**src/rtl/rgb_pwm_driver.sv**
```systemverilog
`default_nettype none
// ============================================================================
// Module   : rgb_pwm_driver
// Brief    : Three-channel 8-bit PWM LED driver with period-boundary duty shadowing
// Revision : 1.0 - initial release
// ============================================================================
module rgb_pwm_driver #(
  parameter int DIV = 4
) (
  input  logic        clk,
  input  logic        rst,
  input  logic [23:0] rgb,
  input  logic        enable,
  output logic        led_r,
  output logic        led_g,
  output logic        led_b,
  output logic        period_done
);

  localparam logic [15:0] c_PRE_MAX = 16'(DIV - 1);

  logic [15:0] r_pre_cnt;
  logic [7:0]  r_cnt;
  logic [7:0]  r_duty_r;
  logic [7:0]  r_duty_g;
  logic [7:0]  r_duty_b;
  logic        r_led_r;
  logic        r_led_g;
  logic        r_led_b;
  logic        r_period_done;

  logic        w_tick;
  logic        w_wrap;

  assign w_tick = enable & (r_pre_cnt == c_PRE_MAX);
  assign w_wrap = w_tick & (r_cnt == 8'hFF);

  // Duty shadows reload only on the wrap so a mid-period rgb change cannot glitch a pin.
  always_ff @(posedge clk or posedge rst) begin
    if (rst) begin
      r_pre_cnt     <= 16'd0;
      r_cnt         <= 8'd0;
      r_duty_r      <= 8'd0;
      r_duty_g      <= 8'd0;
      r_duty_b      <= 8'd0;
      r_led_r       <= 1'b0;
      r_led_g       <= 1'b0;
      r_led_b       <= 1'b0;
      r_period_done <= 1'b0;
    end else begin
      r_period_done <= 1'b0;
      if (enable) begin
        r_pre_cnt <= w_tick ? 16'd0 : r_pre_cnt + 16'd1;
        if (w_tick) begin
          r_cnt <= r_cnt + 8'd1;
        end
        if (w_wrap) begin
          r_duty_r      <= rgb[23:16];
          r_duty_g      <= rgb[15:8];
          r_duty_b      <= rgb[7:0];
          r_period_done <= 1'b1;
        end
        r_led_r <= (r_cnt < r_duty_r);
        r_led_g <= (r_cnt < r_duty_g);
        r_led_b <= (r_cnt < r_duty_b);
      end else begin
        r_led_r <= 1'b0;
        r_led_g <= 1'b0;
        r_led_b <= 1'b0;
      end
    end
  end

  assign led_r       = r_led_r;
  assign led_g       = r_led_g;
  assign led_b       = r_led_b;
  assign period_done = r_period_done;

endmodule
`default_nettype wire

```
**config.mk**
```make
export PLATFORM = sky130hd
export DESIGN_NAME = rgb_pwm_driver
export DESIGN_NICKNAME = d
export VERILOG_FILES = /design/src/rtl/rgb_pwm_driver.sv
export SDC_FILE = /design/constraint.sdc
export NUM_CORES = 1
export LEC_CHECK = 0
export CELL_PAD_IN_SITES_DETAIL_PLACEMENT = 0
export CELL_PAD_IN_SITES_GLOBAL_PLACEMENT = 2
export CORE_MARGIN = 3
export CORE_UTILIZATION = 34
export DETAILED_ROUTE_END_ITERATION = 10
export GPL_TIMING_DRIVEN = 0
export PLACE_DENSITY_LB_ADDON = 0.08
export SLEW_MARGIN = 5
export SYNTH_ARGS = -nofsm -noshare
export SYNTH_HDL_FRONTEND = slang
export SYNTH_SLANG_ARGS = --single-unit
```
**constraint.sdc**
```tcl
create_clock -name clk -period 1.85 [get_ports clk]
set_input_delay 0.37 -clock clk [delete_from_list [all_inputs] [get_ports clk]]
set_output_delay 0.37 -clock clk [all_outputs]
set_load 0.01 [all_outputs]
```
After elaboration in Yosys (flattened, before gate mapping):

Cells that the tools add are included.

* bits in latches: 0
* RAM bits: 0
* logic and storage cells: 26
* input port bits: 27
* memories kept: 0
* bits in read-only memories: 0
* flip-flop bits (word level): 52

* reduce and logical (&&, ||, !) cells: 2
* div/mod/pow operators: 0
* multiply operators: 0
* shift-type cells: 0
* multiplexer cells: 6
* bitwise gates (word level): 2
* magnitude comparators: 3
* eq/ne operators: 2
* $add $sub $neg: 2

Operator list (number)
* 8-bit < comparator: 3
* 16-bit by 1-bit adder with 16-bit output (second input constant): 1
* 16-bit by 2-bit == test with 1-bit output (second input constant): 1
* 16-bit two-way mux: 1
* 8-bit by 1-bit adder with 8-bit output (second input constant): 1
* 8-bit == test (second input constant): 1
* 1-bit two-way mux: 5
* 2-bit AND reduction: 2
* 1-bit AND: 2

Logic depth before layout (Yosys ltp):

* word-level depth: 5
* gate-level depth with buffers: 6
* depth with buffers taken out: 6

Worst setup path after synthesis:

OpenSTA, ideal clock, no wires.

* path kind: flip-flop to flip-flop
* from: register r_pre_cnt[4]
* to: register r_duty_b[0]
* path slack: -116 ps
* setup time: 127 ps
* buffers on the path: 1
* cell stages (with the launch flop): 6
* data required time: 1723 ps
* arrival: 1838 ps
* clock period less this slack: 1966 ps
* cells stage by stage: dfrtp_1 -> nor4_2 -> nand4_2 -> nor3_4 -> buf_6 -> mux2_1

* word-level cells in the longest chain between the ends: 4

Ends and longest elaborated chain
* start: declaration: line 22 `logic [15:0] r_pre_cnt;`
* start signal: assignment: line 53 `r_pre_cnt <= w_tick ? 16'd0 : r_pre_cnt + 16'd1;`
* 16-bit by 2-bit == test with 1-bit output: line 35 `assign w_tick = enable & (r_pre_cnt == c_PRE_MAX);`
* 1-bit AND: line 35
* 1-bit AND: line 36 `assign w_wrap = w_tick & (r_cnt == 8'hFF);`
* 2-bit AND reduction (no line)
* end signal: assignment: line 60 `r_duty_b <= rgb[7:0];`
* end: declaration: line 26 `logic [7:0] r_duty_b;`

No other way between the ends.
A chain may end at the register's enable or synchronous reset.

Worst setup path in the final report:

* from: input port enable
* to: register r_duty_g[2]

* word-level cells in the longest chain between the ends: 3

Ends and longest elaborated chain
* start: declaration: line 13 `input logic enable,`
* 1-bit AND: line 35
* 1-bit AND: line 36
* 2-bit AND reduction (no line) *
* end signal: assignment: line 59 `r_duty_g <= rgb[15:8];`
* end: declaration: line 25 `logic [7:0] r_duty_g;`

Mark *: on every way between the ends. The rest lies on a longest branch, timed or not.

==> impl_metrics.csv <==
group,metric,value,unit
outcome,status,"finished with violations",
outcome,violations,"negative setup slack",
timing,period_share,1.02,
yosys,async_flop_share,1.00,
die,start_util,0.359,
die,io_pins,31,
clocking,htreeDepth,2,
yosys,yosys-top-cells-area,"dfrtp_1 49%, ha_1 11%, mux2_1 9.7%",
yosys,synth_ff_type,"dfrtp_1",
yosys,ys_warn_count,0,
yosys,yosysMostFrequentCell,"dfrtp_1",
timing,final_max_slew_viol_count,0,
global_routing,first_global_vias,1810,
yosys,synth_top_area_share,0.486,
timing,setup_violations,23,
detailed_routing,routedWlPerCell,14.9,µm
die,num_rows,31,
worst_setup_path,arrival,2.08,ns
worst_setup_path,endpoint_kind,"flop",
yosys,ys_seq_area_frac,0.486,
place,pre_cts_ws,-0.677,ns
yosys,synth-seq-cells,52,
place,io_buffers,30,
yosys,synthesis.area,0.00268,mm²
worst_setup_path,worstSetupStartpointType,"primary input",
worst_setup_path,critPathBufInv,3,
die,core,0.00745,mm²
global_routing,grtUsageTotal,0.138,
flow_run,drv_cap,0,
die,die_h,94.7,µm
finish,fillCellCount,725,
yosys,synth_top_area_cell,"dfrtp_1",
power,p_leak,0.00162,µW
worst_setup_path,path_cells,"clkdlybuf4s50_1, and4bb_2, nand4_4, nor3_4, buf_6, buf_4, mux2_2",
yosys,syn-instance-count,232,
power,p_per_area,809,mW/mm²
timing,layout_setup_ws,-0.0342,ns
clocking,clk_pin_slew,0.09,ns
detailed_routing,dr.pass1.iters,4,
finish,antenna_cells,0,
timing,hold_viol,0,
finish,drive_above_1_share,0.228,
finish,finalNonFillerCells,389,
finish,fin_area,0.00350,mm²
detailed_routing,vias,1819,
clocking,cts_num_sinks,52,
yosys,syn_nets,282,
yosys,synth-edff-count,0,
yosys,synth_commonest_cells,"52 x dfrtp_1, 24 x inv_1, 23 x ha_1, 23 x mux2_1, 17 x nand2_1",
clocking,cts_tree,"yes",
clocking,cts-buffers-inserted,5,
yosys,ys_types,30,
worst_setup_path,cp_max_fo,4,
global_routing,grt_pass1_wl,9330,µm
detailed_routing,drt_wl_total,5810,µm
worst_setup_path,path_delay_family,"buffers and inverters",
die,die-width,94.7,µm
detailed_routing,detail-route-antenna-nets,0,
yosys,syn_area_per_cell,11.5,µm²
die,die_area,0.00897,mm²
worst_setup_path,slowest_delay,0.51,ns
timing,rsz0062_at_grt,"yes",
finish,final_nets,339,
detailed_routing,drt_iter0_markers,63,
clocking,clock_latency,0.31,ns
place,place_area,0.00315,mm²
clocking,cts_hold_buffers,0,
global_routing,antenna_found_initial,0,
hold_path,hold_path.class,"in2async",
global_routing,grt_max_degree,39,
clocking,clockBufferDepth,2,
detailed_routing,drc_errors,0,
worst_setup_path,worstPathRequired,2.05,ns
global_routing,grt-ovfl-total,0,
place,placed_cells,362,
place,hpwl,3800,µm
timing,fin_worst_skew,0.00578,ns
worst_setup_path,cp_slowest_cell,"clkdlybuf4s50_1",
clocking,cts_root_buffer,"clkbuf_8",
power,vdd_drop_max,0.460,mV
timing,period_needed,1.88,ns
timing,fmax,531,MHz
timing,tightestPinTransition,0.355,ns
detailed_routing,viasPerCell,4.68,
worst_setup_path,crit_type,"in2reg",
finish,area_delta_synth_final,30.9,%
timing,slew_headroom,0.763,
place,routabilityCongestion,0.739,
[final timing paths]
path                                 to  slack (ns)  cells after the start         start
max                         r_duty_g[2]       -0.03                      7        enable
min                               led_r        0.34                      2           rst
max reg2reg                 r_duty_g[2]       -0.02                      7  r_pre_cnt[0]
min reg2reg                 r_duty_b[0]        0.50                      1   r_duty_b[0]
max in group asynchronous  r_pre_cnt[4]        0.98                      3           rst
min in group clk            r_duty_b[0]        0.50                      1   r_duty_b[0]
[cell families (layout without fill, tap and decap cells)]
kind of cell               Yosys count  in the layout  synth area share
and+or+nand+nor                     66             66             0.143
buffers and inverters               29             87            0.0463
AOI/OAI and AO/OA                   17             17            0.0472
xor gates and xnor gates            21             21            0.0687
adders and majority gates           23             23             0.108
DFF                                 52             52             0.486
muxes                               24             24             0.101
[worst reg2reg max path, stage by stage (launching register included)]
cell and delay [ns]:
dfrtp_1 0.41, ha_4 0.16, and4bb_2 0.29, nand4_4 0.13, nor3_4 0.17, buf_6 0.14, buf_4 0.13, mux2_2 0.33
[stage by stage]
stage,util,TNS [ns],power [µW],hold slack [ns]
global placement,0.420,-64.91,2020,0.470
CTS,0.458,-1.06,2840,0.347
floorplan,-,-0.698,1790,0.458
detailed placement,0.423,-18.71,2040,0.475
global route,0.471,-2.16,3040,0.365
finish,0.471,-0.341,2830,0.344
[area by class of cell]
type	instances	area (µm²)	area share
Multi-Input combinational cell	151	1360	0.387
Sequential cell	52	1310	0.375
Timing Repair Buffer	51	482	0.137
Tap cell	99	124	0.0353
Clock buffer	8	90.1	0.0257
Inverter	24	90.1	0.0257
Buffer	4	47.5	0.0136
[metal layers]
| layer | up-vias | routed length (µm) | track usage |
|---|---|---|---|
| li1 | 916 | - | - |
| met4 | 0 | 53 | 0.0361 |
| met2 | 28 | 2760 | 0.222 |
| met5 | - | 0 | 0 |
| met1 | 871 | 2810 | 0.182 |
| met3 | 4 | 196 | 0.0390 |
[power breakdown]
group          total [µW]  internal, µW  leakage, µW  switching [µW]
combinational         729           439     0.000882             289
sequential           1430          1260     0.000697             174
clock                 675           306    0.0000455             369
total                2830          2000      0.00162             832
[placed cells by master, fill, tap and decap left out, types with 3 or more instances in the layout]
master           Yosys  final
a211o_1              3      3
a21o_1               3      3
buf_4                0     18
buf_6                2      3
clkbuf_8             0      6
clkdlybuf4s50_1      0     30
dfrtp_1             52     42
dfrtp_2              0     10
ha_1                23     22
inv_1               24     23
mux2_1              23      9
mux2_4               0     14
nand2_1             17     17
nand2b_1             6      6
nand3_1              5      5
nand4_1             10     10
nor2_1               9      9
nor3_1               4      4
nor4_4               0      3
o21a_1               3      3
o22ai_1              3      3
or3_1                3      3
xnor2_1             11     11
xor2_1              10     10
[timing repair]
action	CTS	global route
cloned	1	0
setup buffers	15	5
endpoints found under the setup margin	29	31
resized for setup	19	20
pin swaps	6	6
[flip-flops by register name, summed over array words and instances, names as in the netlist]
register and flops:
r_pre_cnt 16, led_g 1, r_duty_b 8, led_b 1
r_cnt 8, r_duty_g 8, r_duty_r 8, period_done 1
led_r 1
No activity file was read; power rests on OpenSTA's default activity.
